===== src/rtl/mem_bridge.sv =====
// mem_bridge: memory access stage between the multicycle control unit and a
// ready/valid memory port. Issues one bus transaction per accepted request,
// formats store byte lanes, extends load data, and holds the instruction
// register, old-PC latch and load data register.
//
// Optional feature macro: MISALIGN_TRAP_EN (misaligned requests are trapped
// instead of being issued with the low address bits dropped).
//
// Ports:
//   clk, reset_n            clock, synchronous active-low reset
//   req                     start an access (sampled only when idle)
//   AdrSrc                  0: address = pc, 1: address = result
//   IRWrite / MemWrite      access kind: fetch / store (else load)
//   funct3                  load/store size and signedness
//   pc, result, wdata       fetch address, data address, store data
//   busy, done              access in progress, one-cycle completion pulse
//   instr, old_pc, data     instruction reg, last fetch address, load data
//   bus_err, misalign       sticky timeout flag, misaligned-access pulse
//   m_valid, m_we, m_addr,
//   m_be, m_wdata           bus request channel
//   m_ready                 request accepted
//   m_rvalid, m_rdata       read response channel
module mem_bridge #(
   parameter int unsigned XLEN    = 32,
   parameter int unsigned TIMEOUT = 255
) (
   input  logic            clk,
   input  logic            reset_n,
   input  logic            req,
   input  logic            AdrSrc,
   input  logic            IRWrite,
   input  logic            MemWrite,
   input  logic [2:0]      funct3,
   input  logic [XLEN-1:0] pc,
   input  logic [XLEN-1:0] result,
   input  logic [XLEN-1:0] wdata,
   output logic            busy,
   output logic            done,
   output logic [XLEN-1:0] instr,
   output logic [XLEN-1:0] old_pc,
   output logic [XLEN-1:0] data,
   output logic            bus_err,
   output logic            misalign,
   output logic            m_valid,
   output logic            m_we,
   output logic [XLEN-1:0] m_addr,
   output logic [3:0]      m_be,
   output logic [XLEN-1:0] m_wdata,
   input  logic            m_ready,
   input  logic            m_rvalid,
   input  logic [XLEN-1:0] m_rdata
);

   localparam int unsigned     CNT_W    = $clog2(TIMEOUT + 1);
   localparam logic [CNT_W-1:0] CNT_LAST = CNT_W'(TIMEOUT - 1);
   localparam logic [XLEN-1:0]  NOP      = XLEN'(32'h0000_0013);

   typedef enum logic [1:0] {S_IDLE, S_REQ, S_WAIT} state_t;
   typedef enum logic [1:0] {K_FETCH, K_LOAD, K_STORE} kind_t;

   state_t            state_q, state_d;
   kind_t             kind_q, kind_d;
   logic [2:0]        f3_q, f3_d;
   logic [XLEN-1:0]   addr_q, addr_d;
   logic [CNT_W-1:0]  cnt_q, cnt_d;
   logic              fin_q, fin_d;
   logic              fin_err_q, fin_err_d;
   logic [XLEN-1:0]   rdata_q, rdata_d;

   logic              busy_d, done_d, bus_err_d, misalign_d;
   logic [XLEN-1:0]   instr_d, old_pc_d, data_d;
   logic              m_valid_d, m_we_d;
   logic [XLEN-1:0]   m_addr_d, m_wdata_d;
   logic [3:0]        m_be_d;

   logic [XLEN-1:0]   sel_addr;
   kind_t             req_kind;
   logic [3:0]        req_be;
   logic [XLEN-1:0]   req_wdata;
   logic              trap;

   logic [7:0]        ld_byte;
   logic [15:0]       ld_half;
   logic [XLEN-1:0]   ld_ext;

   // Request decode: address select, access kind, store lane formatting
   always_comb begin : req_format
      sel_addr = AdrSrc ? result : pc;
      if (IRWrite)       req_kind = K_FETCH;
      else if (MemWrite) req_kind = K_STORE;
      else               req_kind = K_LOAD;
      req_be    = 4'b1111;
      req_wdata = wdata;
      if (req_kind == K_STORE) begin
         case (funct3[1:0])
            2'b00: begin
               req_be    = 4'b0001 << sel_addr[1:0];
               req_wdata = {4{wdata[7:0]}};
            end
            2'b01: begin
               req_be    = sel_addr[1] ? 4'b1100 : 4'b0011;
               req_wdata = {2{wdata[15:0]}};
            end
            default: ;
         endcase
      end
   end

`ifdef MISALIGN_TRAP_EN
   logic [1:0] req_size;

   // Fetches are always word-sized; funct3 sizes 10/11 are treated as word
   always_comb begin : misalign_detect
      req_size = (req_kind == K_FETCH) ? 2'b10 : funct3[1:0];
      case (req_size)
         2'b00:   trap = 1'b0;
         2'b01:   trap = sel_addr[0];
         default: trap = |sel_addr[1:0];
      endcase
   end
`else
   assign trap = 1'b0;
`endif

   // Load lane select and extension from the latched address and funct3
   always_comb begin : load_extend
      case (addr_q[1:0])
         2'b00:   ld_byte = rdata_q[7:0];
         2'b01:   ld_byte = rdata_q[15:8];
         2'b10:   ld_byte = rdata_q[23:16];
         default: ld_byte = rdata_q[31:24];
      endcase
      ld_half = addr_q[1] ? rdata_q[31:16] : rdata_q[15:0];
      case (f3_q[1:0])
         2'b00:   ld_ext = f3_q[2] ? {24'h0, ld_byte} : {{24{ld_byte[7]}}, ld_byte};
         2'b01:   ld_ext = f3_q[2] ? {16'h0, ld_half} : {{16{ld_half[15]}}, ld_half};
         default: ld_ext = rdata_q;
      endcase
   end

   // Next-state and registered-output logic
   always_comb begin : fsm_next
      state_d    = state_q;
      kind_d     = kind_q;
      f3_d       = f3_q;
      addr_d     = addr_q;
      cnt_d      = cnt_q;
      fin_d      = 1'b0;
      fin_err_d  = 1'b0;
      rdata_d    = rdata_q;
      busy_d     = busy;
      done_d     = 1'b0;
      misalign_d = 1'b0;
      bus_err_d  = bus_err;
      instr_d    = instr;
      old_pc_d   = old_pc;
      data_d     = data;
      m_valid_d  = m_valid;
      m_we_d     = m_we;
      m_addr_d   = m_addr;
      m_be_d     = m_be;
      m_wdata_d  = m_wdata;

      // Completion is published one cycle after the FSM returns to idle;
      // kind/addr/f3 still describe the finished access at this edge.
      if (fin_q) begin
         done_d = 1'b1;
         if (fin_err_q) begin
            bus_err_d = 1'b1;
         end else if (kind_q == K_FETCH) begin
            instr_d  = rdata_q;
            old_pc_d = addr_q;
         end else if (kind_q == K_LOAD) begin
            data_d = ld_ext;
         end
      end

      case (state_q)
         S_IDLE: begin
            if (req) begin
               if (trap) begin
                  done_d     = 1'b1;
                  misalign_d = 1'b1;
               end else begin
                  state_d   = S_REQ;
                  kind_d    = req_kind;
                  f3_d      = funct3;
                  addr_d    = sel_addr;
                  cnt_d     = '0;
                  busy_d    = 1'b1;
                  m_valid_d = 1'b1;
                  m_we_d    = (req_kind == K_STORE);
                  m_addr_d  = {sel_addr[XLEN-1:2], 2'b00};
                  m_be_d    = req_be;
                  m_wdata_d = req_wdata;
               end
            end
         end
         S_REQ: begin
            if (m_ready) begin
               m_valid_d = 1'b0;
               m_we_d    = 1'b0;
               cnt_d     = cnt_q + CNT_W'(1);
               if (kind_q == K_STORE) begin
                  state_d = S_IDLE;
                  busy_d  = 1'b0;
                  fin_d   = 1'b1;
               end else begin
                  state_d = S_WAIT;
               end
            end else if (cnt_q >= CNT_LAST) begin
               state_d   = S_IDLE;
               busy_d    = 1'b0;
               m_valid_d = 1'b0;
               m_we_d    = 1'b0;
               fin_d     = 1'b1;
               fin_err_d = 1'b1;
            end else begin
               cnt_d = cnt_q + CNT_W'(1);
            end
         end
         S_WAIT: begin
            if (m_rvalid) begin
               state_d = S_IDLE;
               busy_d  = 1'b0;
               fin_d   = 1'b1;
               rdata_d = m_rdata;
            end else if (cnt_q >= CNT_LAST) begin
               state_d   = S_IDLE;
               busy_d    = 1'b0;
               fin_d     = 1'b1;
               fin_err_d = 1'b1;
            end else begin
               cnt_d = cnt_q + CNT_W'(1);
            end
         end
         default: begin
            state_d   = S_IDLE;
            busy_d    = 1'b0;
            m_valid_d = 1'b0;
            m_we_d    = 1'b0;
         end
      endcase
   end

   // State and output registers
   always_ff @(posedge clk) begin : regs
      if (!reset_n) begin
         state_q   <= S_IDLE;
         kind_q    <= K_FETCH;
         f3_q      <= '0;
         addr_q    <= '0;
         cnt_q     <= '0;
         fin_q     <= 1'b0;
         fin_err_q <= 1'b0;
         rdata_q   <= '0;
         busy      <= 1'b0;
         done      <= 1'b0;
         misalign  <= 1'b0;
         bus_err   <= 1'b0;
         instr     <= NOP;
         old_pc    <= '0;
         data      <= '0;
         m_valid   <= 1'b0;
         m_we      <= 1'b0;
         m_addr    <= '0;
         m_be      <= '0;
         m_wdata   <= '0;
      end else begin
         state_q   <= state_d;
         kind_q    <= kind_d;
         f3_q      <= f3_d;
         addr_q    <= addr_d;
         cnt_q     <= cnt_d;
         fin_q     <= fin_d;
         fin_err_q <= fin_err_d;
         rdata_q   <= rdata_d;
         busy      <= busy_d;
         done      <= done_d;
         misalign  <= misalign_d;
         bus_err   <= bus_err_d;
         instr     <= instr_d;
         old_pc    <= old_pc_d;
         data      <= data_d;
         m_valid   <= m_valid_d;
         m_we      <= m_we_d;
         m_addr    <= m_addr_d;
         m_be      <= m_be_d;
         m_wdata   <= m_wdata_d;
      end
   end

endmodule

===== config.mk =====
export PLATFORM = sky130hd
export DESIGN_NAME = mem_bridge
export DESIGN_NICKNAME = d
export VERILOG_FILES = /design/src/rtl/mem_bridge.sv
export SDC_FILE = /design/constraint.sdc
export NUM_CORES = 1
export LEC_CHECK = 0
export ABC_AREA = 1
export BUFFER_PORTS_ARGS = -buffer_cell sky130_fd_sc_hd__buf_2
export CORE_MARGIN = 2
export CORE_UTILIZATION = 55
export CTS_BUF_LIST = sky130_fd_sc_hd__clkbuf_8 sky130_fd_sc_hd__clkbuf_16
export CTS_CLUSTER_DIAMETER = 40
export DETAILED_ROUTE_END_ITERATION = 16
export PLACE_DENSITY = 0.9
export SETUP_SLACK_MARGIN = 0.5
export SYNTH_ARGS = -nofsm -noshare
export SYNTH_HDL_FRONTEND = slang
export SYNTH_SLANG_ARGS = --single-unit

===== constraint.sdc =====
create_clock -name clk -period 4.8 [get_ports clk]
set_input_delay 0.72 -clock clk [delete_from_list [all_inputs] [get_ports clk]]
set_output_delay 0.72 -clock clk [all_outputs]
set_load 0.05 [all_outputs]

Word-level counts from Yosys, hierarchy flattened
Index checks and enable logic that the tools add are counted.

Multiplexer cells: 44. Equal/unequal tests: 13. $lt $le $gt $ge: 1. Shift operators: 1. Add/sub/neg operators: 1. Bitwise gates (word level): 3. Reduce and logical (&&, ||, !) cells: 14.

Operator list (count): 2-to-1 mux 32 bit (4); one-hot mux 32 bit (2 select lines) (2); one-hot mux 8 bit (3 select lines) (2); 2-to-1 mux 8 bit (4); 2-to-1 mux 16 bit (1); 2-to-1 mux 1 bit (15); 2-to-1 mux 2 bit (7); == test 2 x 1 -> 1 bit, second input constant (5); logical NOT 2 bit (5); one-hot mux 1 bit (3 select lines) (3); AND reduction 3 bit (3); adder 8 x 1 -> 8 bit, second input constant (1); == test 2 bit, second input constant (4); greater-or-equal comparator 8 bit, second input constant (1); 2-to-1 mux 4 bit (2); one-hot mux 4 bit (2 select lines) (1); AND reduction 2 bit (4); inequality test 3 bit, second input constant (2); one-hot mux 2 bit (3 select lines) (1); inequality test 2 bit, second input constant (2); one-hot mux 1 bit (2 select lines) (2); AND reduction 4 bit (1); left shift 1 x 2 -> 4 bit, first input constant (1); inverter 1 bit (3); nonzero test 3 bit (1).

Logic and storage cells: 96. Register bits after elaboration: 248. Output and inout bits: 170.

Longest topological paths before layout
Gate-level depths: netlist (run 1).

Depth after elaboration: 5. Mapped depth: 11.

Least setup slack after synthesis (run 1)
OpenSTA, ideal clock, no wires.

Kind: input-to-reg. Start: in funct3[0]. End: reg m_be[2]. Path buffers: 1. Stages: 6. Data required time: 4684 ps. Setup slack: 3195 ps. Arrival: 1489 ps. Cells stage by stage: buf_2 > nor2_1 > inv_1 > or2_1 > a21oi_1 > nor2_1.

Cells in the longest elaborated chain, start to end: 3.

RTL lines: start, declared (line 33) `input logic [2:0] funct3,`; == test 2 x 1 -> 1 bit or logical NOT 2 bit (tied branches) (line 95) `case (funct3[1:0])`; one-hot mux 4 bit (2 select lines) (*) (line 95); 2-to-1 mux 4 bit (*) (line 94) `if (req_kind == K_STORE) begin`; end signal, assigned (line 288) `m_be <= m_be_d;`; end, declared (line 47) `output logic [3:0] m_be,`.

Mark *: on every way between the ends. The rest lies on a longest branch, timed or not. A chain may end at the register's enable or synchronous reset.

Final worst setup path (run 1)
Start: reg state_q[0]. End: reg m_wdata[12].

Cells in the longest elaborated chain, start to end: 2.

RTL lines: start, declared (line 61) `state_t state_q, state_d;`; start signal, assigned (line 270) `state_q <= state_d;`; logical NOT 2 bit (line 178) `case (state_q)`; AND reduction 2 bit (no line); end signal, assigned (line 289) `m_wdata <= m_wdata_d;`; end, declared (line 48) `output logic [XLEN-1:0] m_wdata,`.

No other way between the ends.

==> results of run 1 <==
==> through the flow <==
step | cells | hold slack, ps | power [W] | worst slack (ps) | util [%]
after floorplan | 1261 | 432 | 0.00261 | 3200 | -
after global placement | 1679 | 443 | 0.00278 | 1960 | 62.7
after detailed placement | 1679 | 455 | 0.00279 | 1890 | 62.7
after CTS | 1732 | 415 | 0.00517 | 2200 | 69.1
after global routing | 1732 | 422 | 0.00533 | 1950 | 69.1
final | 1734 | 424 | 0.00516 | 2160 | 69.2
==> metal layers <==
layer  share of wire [%]  wire length (um)  up-vias  track usage (%)
li1                    -                 -     4636                -
met1                  40             11700     4488             38.8
met2                  46             13400      587             49.1
met3                 9.7              2810       98             5.99
met4                 3.5               999        0             11.6
met5                   0                 0        -                0
==> critical path, cell delays in order (launching register included) <==
cell and delay, ps:
dfxtp_1 360, inv_1 110, ha_1 180, nand2_1 70
buf_4 250, inv_2 790, buf_4 440, o21ai_0 140
a21oi_1 190
==> flip-flops by register name, indices dropped and copies added (netlist names) <==
register   count
f3_q           3
bus_err        1
kind_q         2
instr         32
m_be           4
busy           1
state_q        2
m_wdata       32
addr_q        32
rdata_q       32
fin_err_q      1
done           1
cnt_q          8
fin_q          1
data          32
m_valid        1
old_pc        32
m_we           1
==> final cells by class <==
cell class,instances,area [um2]
Multi-Input combinational cell,796,4030
Clock inverter,21,330
Tap cell,225,282
Timing Repair Buffer,312,1580
Sequential cell,218,4360
Antenna cell,2,5.00
Fill cell,1350,5280
Clock buffer,32,767
Inverter,128,480
==> worst paths after layout <==
check | startpoint | end | slack [ps] | depth (start not counted)
setup reg to reg | state_q[0] | m_wdata[12] | 2160 | 8
hold reg to reg | fin_q | done | 470 | 2
setup / recovery | state_q[0] | m_wdata[12] | 2160 | 8
hold / removal | m_rvalid | fin_err_q | 420 | 2
==> cell families after synthesis <==
logic type,count (synthesis)
compound gates,437
simple gates,349
other cells,1
buf+inv,247
fa+ha+maj,6
flops,218
mux,1
==> power groups by stage <==
stage                     clock [W]  sequential [W]  combinational (W)
after floorplan                   0         0.00214           0.000476
after CTS                   0.00241         0.00198           0.000785
after global placement            0         0.00201           0.000765
after global routing        0.00249         0.00199           0.000850
after detailed placement          0         0.00201           0.000780
final                       0.00239         0.00198           0.000793
==> placed cells by master (no fill, tap or decap), drive strengths merged <==
cell and instances:
a211oi 1, a21oi 148, a22oi 1, a31o 1
a31oi 10, buf 312, bufinv 7, clkbuf 32
clkinv 8, clkinvlp 2, conb 3, dfxtp 218
diode 2, ha 6, inv 132, mux2i 1
nand2 162, nand3 58, nand3b 1, nand4 7
nor2 119, o211ai 43, o21ai 210, o21bai 17
o221ai 6, or2 2
==> impl_metrics.ini, run 1 <==
[placed_design]
port_buffers = 305
dpl.hpwl_mm = 19.0
gp_congestion = 0.950
place_area_mm2 = 0.0107

[timing]
maxSlewViolCount = 0
max_freq_ghz = 0.379
skew_ps = 29.8
setup_viol = 0
layout_min_cycle_time_ps = 2640
slew_headroom_pct = 30.8
rsz0062_at_grt = false
hold_viol = 0
tightest_slew_ps = 1040
tns_ps = 0
post-route-period-util_pct = 55.0

[logic_synthesis]
synth_compound_area_share_pct = 25.4
syn_area_per_cell_um2 = 7.57
synth_xor_area_share_pct = 0
yosys_warnings = 0
synthTopCellsByCount = dfxtp_1, o21ai_0, nand2_1
ys_seq_elements = 218
synthFlopType = dfxtp_1
synthCells = 1259
synthArstFlopShare_pct = 0
synth_adder_area_share_pct = 0.787
synth_edf_count = 0
yosysTopAreaCell = dfxtp_1
yosys.area_share.simple_pct = 15.9
synth_area_leaders = dfxtp_1, o21ai_0, a21oi_1, nand2_1, inv_1
yosys-mux-area-fraction_pct = 0.105
synth_top_family_by_area = compound AO/OA/AOI/OAI gates
yosysMostFrequentCell = dfxtp_1
yosysSeqAreaShare_pct = 45.8
netlist_area_mm2 = 0.00954
ys_types = 36
netlist.area_leader.share_pct = 45.8

[power_and_ir_drop]
comb_power_share_pct = 15.4
p_clk_share_pct = 46.3
switchingPower_w = 0.00151
leakage_nw = 5.67
p_sw_share_pct = 29.3
internal_power_w = 0.00365
ir_drop_v = 0.000317
seqPwrFrac_pct = 38.3
power_density_mw_per_mm2 = 436

[finish]
fin_nets = 1630
final_area_mm2 = 0.0118
drive_gt1_share_pct = 26.9
area_growth_pct = 24.2

[clock_network]
cts_buffers = 29
hold_buffers = 0
clkSlewWorstSetupHoldPaths_ps = 60
cts_resized = 0
cts_setup_buffers = 0
root_buffer = clkbuf_16
cts.sinks = 218
clk_latency_ps = 540
clockBufferDepth = 3
htree_levels = 1
cts_tree = done

[min_path]
hp-class = input pin to register

[floorplan]
fp.dieH_um = 136
initial_core_util_pct = 55.7
fp.coreArea_mm2 = 0.0171
rows = 48
pin_count = 309
fp.dieW_um = 136
die_area_mm2 = 0.0184

[global_route]
grt_usage_pct = 29.9
grt.overflow.total = 0
grt_max_degree = 117
grt_pass1_wl_mm = 44.9
antenna_found_initial = 1
grt_pass1_vias = 8945

[detailed_routing]
first_pass_iters = 8
wirelength_mm = 28.9
ant_nets = 0
num_vias = 9809
wire_per_inst_um = 16.6
drc_errors = 0
avgViaCountPerCell = 5.66
initialDrtViolationCount = 1049

[setup_path]
critPathRequiredTime_ps = 5240
critPathKind = register to register
startpoint_type = register
cp-end-kind = register
critical_path_arrival_ps = 3080
critPathMaxFanout = 64

[flow_run]
max-cap-violations = 0

[status]
status = finished clean
(Power assumes the default switching activity.)
==> inputs of run 2 (changes only) <==
--- a/config.mk
+++ b/config.mk
@@ -8,11 +8,11 @@
 export ABC_AREA = 1
 export BUFFER_PORTS_ARGS = -buffer_cell sky130_fd_sc_hd__buf_2
 export CORE_MARGIN = 2
-export CORE_UTILIZATION = 55
+export CORE_UTILIZATION = 46
 export CTS_BUF_LIST = sky130_fd_sc_hd__clkbuf_8 sky130_fd_sc_hd__clkbuf_16
 export CTS_CLUSTER_DIAMETER = 40
 export DETAILED_ROUTE_END_ITERATION = 16
-export PLACE_DENSITY = 0.9
+export PLACE_DENSITY = 0.8
 export SETUP_SLACK_MARGIN = 0.5
 export SYNTH_ARGS = -nofsm -noshare
 export SYNTH_HDL_FRONTEND = slang
==> constraint.sdc (replaced) <==
create_clock -name clk -period 2.12 [get_ports clk]
set_input_delay 0.318 -clock clk [delete_from_list [all_inputs] [get_ports clk]]
set_output_delay 0.318 -clock clk [all_outputs]
set_load 0.05 [all_outputs]
==> impl_metrics.ini, run 2 (same netlist as run 1, synthesis figures left out) <==
[timing]
setup_ws_ps = 484
maxSlewViolCount = 0
rsz0062_at_grt = true
hold_viol = 0
skew_ps = 36.8
setup_viol = 0
max_freq_ghz = 0.611
slew_headroom_pct = 48.3
tightest_slew_ps = 774
post-route-period-util_pct = 77.2
fin_hold_ws_ps = 81.8
layout_min_cycle_time_ps = 1640
tns_ps = 0

[setup_path]
timing.critical_path.mode_cell = nor2_4
r2r_start = state_q[1]
critPathKind = register to register
r2r_slack_ps = 480
worst_r2r_endpoint = cnt_q[0]
crit_end = cnt_q[0]
r2r_cells = 11
cp-end-kind = register
critical_path_arrival_ps = 2080
critPathRequiredTime_ps = 2560
critPathLaunch = state_q[1]
path_cells = inv_1 > ha_2 > inv_2 > nor2_4 > nor2_4 > nand2_4 > nor2_4 > nand2_1 > o21ai_1 > nand2_1 > nor2_1
critPathMaxFanout = 6
max_stage_delay_ps = 370
crit_path_top_delay_cell = dfxtp_4
startpoint_type = register

[finish]
final_area_mm2 = 0.0124
fin_nets = 1667
fin_cells = 1817
insertedDiodeCount = 0
layout_common_cells = buf_2, dfxtp_1, o21ai_0, nand2_1, a21oi_1
area_growth_pct = 30.6
drive_gt1_share_pct = 29.4
layout_commonest_cell = buf_2

[clock_network]
root_buffer = clkbuf_16
htree_levels = 2
clkSlewWorstSetupHoldPaths_ps = 60
clk_latency_ps = 510
cts_buffers = 34
cts.sinks = 218
cts_tree = done
hold_buffers = 0
clockBufferDepth = 3

[global_route]
grt_pass1_vias = 9083
grtUsageMet3_pct = 5.52
grt.busiest_layer = met2
antenna_found_initial = 0
grt_usage_pct = 26.3
grtUsageMet2_pct = 43.0
grt_max_degree = 104
grt_pass1_wl_mm = 46.8
met1_usage_pct = 33.7
grt.overflow.total = 0

[min_path]
hp-class = input pin to register
hp-start = m_rdata[11]

[flow_run]
max-cap-violations = 0

[placed_design]
dp.cells = 1738
place_area_mm2 = 0.0110
port_buffers = 305
dp_worst_setup_slack_ps = 255
gp_congestion = 0.929
dpl.hpwl_mm = 20.1

[floorplan]
pin_count = 309
die_area_mm2 = 0.0219
fp.dieW_um = 148
initial_core_util_pct = 47.0
fp.dieH_um = 148
fp.coreArea_mm2 = 0.0203
rows = 52

[detailed_routing]
wirelength_mm = 30.9
first_pass_iters = 6
avgViaCountPerCell = 5.45
drc_errors = 0
ant_nets = 0
wire_per_inst_um = 17.0
num_vias = 9905
initialDrtViolationCount = 785

[power_and_ir_drop]
leakage_nw = 5.94
ir_drop_v = 0.000805
power_density_mw_per_mm2 = 980

[status]
status = finished clean
## run 2: cell count changes in the layout (fill, tap and decap cells not counted), moves of 5 or more
cell       delta
buf_4        +22
clkbuf_16     +8
dfxtp_1       -5
inv_6         +5
## run 2: power breakdown
| part | internal [W] | leakage (nW) | total [W] | switching (W) |
|---|---|---|---|---|
| combinational | 0.000573 | 3.58 | 0.00198 | 0.00141 |
| clock | 0.00375 | 0.590 | 0.00576 | 0.00201 |
| sequential | 0.00431 | 1.78 | 0.00446 | 0.000152 |
| total | 0.00863 | 5.94 | 0.0122 | 0.00357 |
## run 2: worst min path at each step
stage / to / slack (ps) / cells past startpoint
after floorplan: fin_err_q / 420 / 1
after global placement: done / 440 / 2
after detailed placement: done / 450 / 2
after CTS: rdata_q[11] / 60 / 3
after global routing: rdata_q[9] / 90 / 3
final: rdata_q[11] / 80 / 3
## run 2: cell type report
| cell class | count | area, um2 |
|---|---|---|
| Sequential cell | 218 | 4380 |
| Inverter | 128 | 493 |
| Fill cell | 1775 | 7850 |
| Multi-Input combinational cell | 796 | 4070 |
| Timing Repair Buffer | 344 | 1980 |
| Clock inverter | 22 | 278 |
| Tap cell | 270 | 338 |
| Clock buffer | 39 | 920 |
## run 2: timing repair
action	4_1_cts	5_1_grt
gates cloned	1	3
resized for setup	10	18
setup buffers	3	11
pin swaps	2	4
setup endpoints to repair	88	79
endpoints found under the hold margin	0	0
## run 2: per-layer routing
| layer | vias to the layer above | wire (um) |
|---|---|---|
| met5 | - | 0 |
| met1 | 4612 | 12400 |
| met4 | 0 | 1160 |
| li1 | 4705 | - |
| met2 | 507 | 14600 |
| met3 | 81 | 2710 |
## run 2: stage by stage
stage / total power [W] / util [%]
2_1_floorplan: 0.00591 / -
3_3_place_gp: 0.00633 / 54.0
3_5_place_dp: 0.00636 / 54.0
4_1_cts: 0.0122 / 60.4
5_1_grt: 0.0126 / 61.3
6_report: 0.0122 / 61.3
## run 2: critical path: cells and delay by family (launching register included)
family,cells,cell delay [ps]
compound gates,1,150
fa+ha+maj,1,200
buf+inv,2,180
flops,1,370
simple gates,7,700
==> inputs of run 3 (changes only) <==
==> constraint.sdc (replaced) <==
create_clock -name clk -period 1.45 [get_ports clk]
set_input_delay 0.2175 -clock clk [delete_from_list [all_inputs] [get_ports clk]]
set_output_delay 0.2175 -clock clk [all_outputs]
set_load 0.05 [all_outputs]
==> impl_metrics.ini, run 3 (same netlist as run 1, synthesis figures left out) <==
[setup_path]
critPathLaunch = state_q[0]
critPathRequiredTime_ps = 1860
critPathMaxFanout = 14
critical_path_arrival_ps = 2170
startpoint_type = register
r2r_start = state_q[0]
critPathKind = register to register
cp-end-kind = register

[clock_network]
cts_buffers = 29
clockBufferDepth = 3
cts_tree = done
clkSlewWorstSetupHoldPaths_ps = 70
root_buffer = clkbuf_16
cts.sinks = 218
htree_levels = 1
clk_latency_ps = 580

[detailed_routing]
avgViaCountPerCell = 6.27
first_pass_iters = 8
drc_errors = 0
initialDrtViolationCount = 1653
wire_per_inst_um = 26.1
num_vias = 12600
ant_nets = 0
wirelength_mm = 52.5

[floorplan]
initial_core_util_pct = 47.0
fp.dieW_um = 148
fp.dieH_um = 148
pin_count = 309
die_area_mm2 = 0.0219
rows = 52
fp.coreArea_mm2 = 0.0203

[timing]
setup_viol = 65
post-route-period-util_pct = 121
rsz0062_at_grt = true
tns_ps = -2800
maxSlewViolCount = 0
setup_ws_ps = -307
layout_min_cycle_time_ps = 1760
hold_viol = 0
max_freq_ghz = 0.569
skew_ps = 30.5

[global_route]
grt_max_degree = 62
grt_pass1_vias = 11300
antenna_found_initial = 6
grt.overflow.total = 0
grt_pass1_wl_mm = 59.2
grt_usage_pct = 33.6

[power_and_ir_drop]
ir_drop_v = 0.000988
power_density_mw_per_mm2 = 1090
leakage_nw = 7.53

[finish]
fin_cells = 2006
fin_nets = 1852
layout_common_cells = buf_2, buf_8, nand2_1, dfxtp_2, buf_4
drive_gt1_share_pct = 53.0
area_growth_pct = 82.6
layout_commonest_cell = buf_2

[min_path]
hp-start = pc[22]
hp-class = input pin to register

[status]
status = finished, violations left
failed_checks = setup timing

[placed_design]
gp_congestion = 0.892
dpl.hpwl_mm = 20.6
port_buffers = 305
dp.cells = 1771

[flow_run]
max-cap-violations = 0
-- run 3: changes by cell type in the layout (fill, tap and decap cells not counted), moves of 20 or more --
cell | previous run | this run
buf_8 | 0 | 136
dlygate4sd3_1 | 0 | 71
a21oi_2 | 1 | 56
o21ai_2 | 0 | 52
a21oi_1 | 147 | 79
buf_12 | 3 | 27
dfxtp_1 | 213 | 63
dfxtp_4 | 3 | 23
o21ai_0 | 185 | 87
o21ai_1 | 25 | 61
buf_2 | 304 | 145
dfxtp_2 | 2 | 132
nand2_1 | 156 | 135
buf_4 | 30 | 113
-- run 3: path summary, 6_finish.rpt --
check	end	slack, ps	depth (start not counted)
setup / recovery	m_wdata[28]	-310	7
hold / removal	addr_q[22]	10	5
setup reg to reg	m_wdata[28]	-310	7
hold reg to reg	old_pc[15]	480	2
-- run 3: area by class of cell --
type                    instances  area, um2
diodes                          7       17.5
clock buffers                  34        795
clock inverters                19        201
fillers                       829       2890
inverters                     128        552
multi-input cells             797       5210
flip-flops and latches        218       4620
well taps                     270        338
repair buffers                533       5690
-- run 3: routing by layer --
metal / track usage [%] / part of all wire, % / vias up
met5: 0 / 0 / -
met2: 58.3 / 46 / 1212
met3: 8.12 / 11 / 508
li1: - / - / 5098
met4: 21.7 / 11 / 0
met1: 36.7 / 31 / 5758
-- run 3: timing repair --
action / in CTS / in global routing
buffers inserted: 46 / 34
pin swaps: 24 / 58
setup endpoints to repair: 383 / 383
hold endpoints to repair: 66 / 0
hold buffers: 71 / 0
gates resized for setup: 336 / 735
cloned: 15 / 9
-- run 3: stage by stage --
step / cell area (um2) / power [W] / util, % / setup WS, ps / hold WS, ps
detailed placement: 11500 / 0.00952 / 56.7 / -27.7 / 443
CTS: 15000 / 0.0176 / 73.8 / 64.2 / 1.53
global route: 17400 / 0.0193 / 85.7 / -539 / 7.08
finish: 17400 / 0.0189 / 85.8 / -307 / 10.8
global placement: 11500 / 0.00947 / 56.7 / 33.3 / 440
floorplan: 9870 / 0.00877 / - / 18.4 / 316
-- run 3: critical path, cell delays in order, from the launching register on --
cell and delay, ps:
dfxtp_4 380, inv_4 60, ha_4 190, nand2_8 120, buf_12 180, buf_12 190
a21oi_4 40, a21oi_1 430
-- run 3: power breakdown --
part / internal (W) / total [W] / switching, W / leakage, nW
clock: 0.00435 / 0.00755 / 0.00319 / 0.490
combinational: 0.00185 / 0.00469 / 0.00283 / 5.19
sequential: 0.00632 / 0.00668 / 0.000365 / 1.85
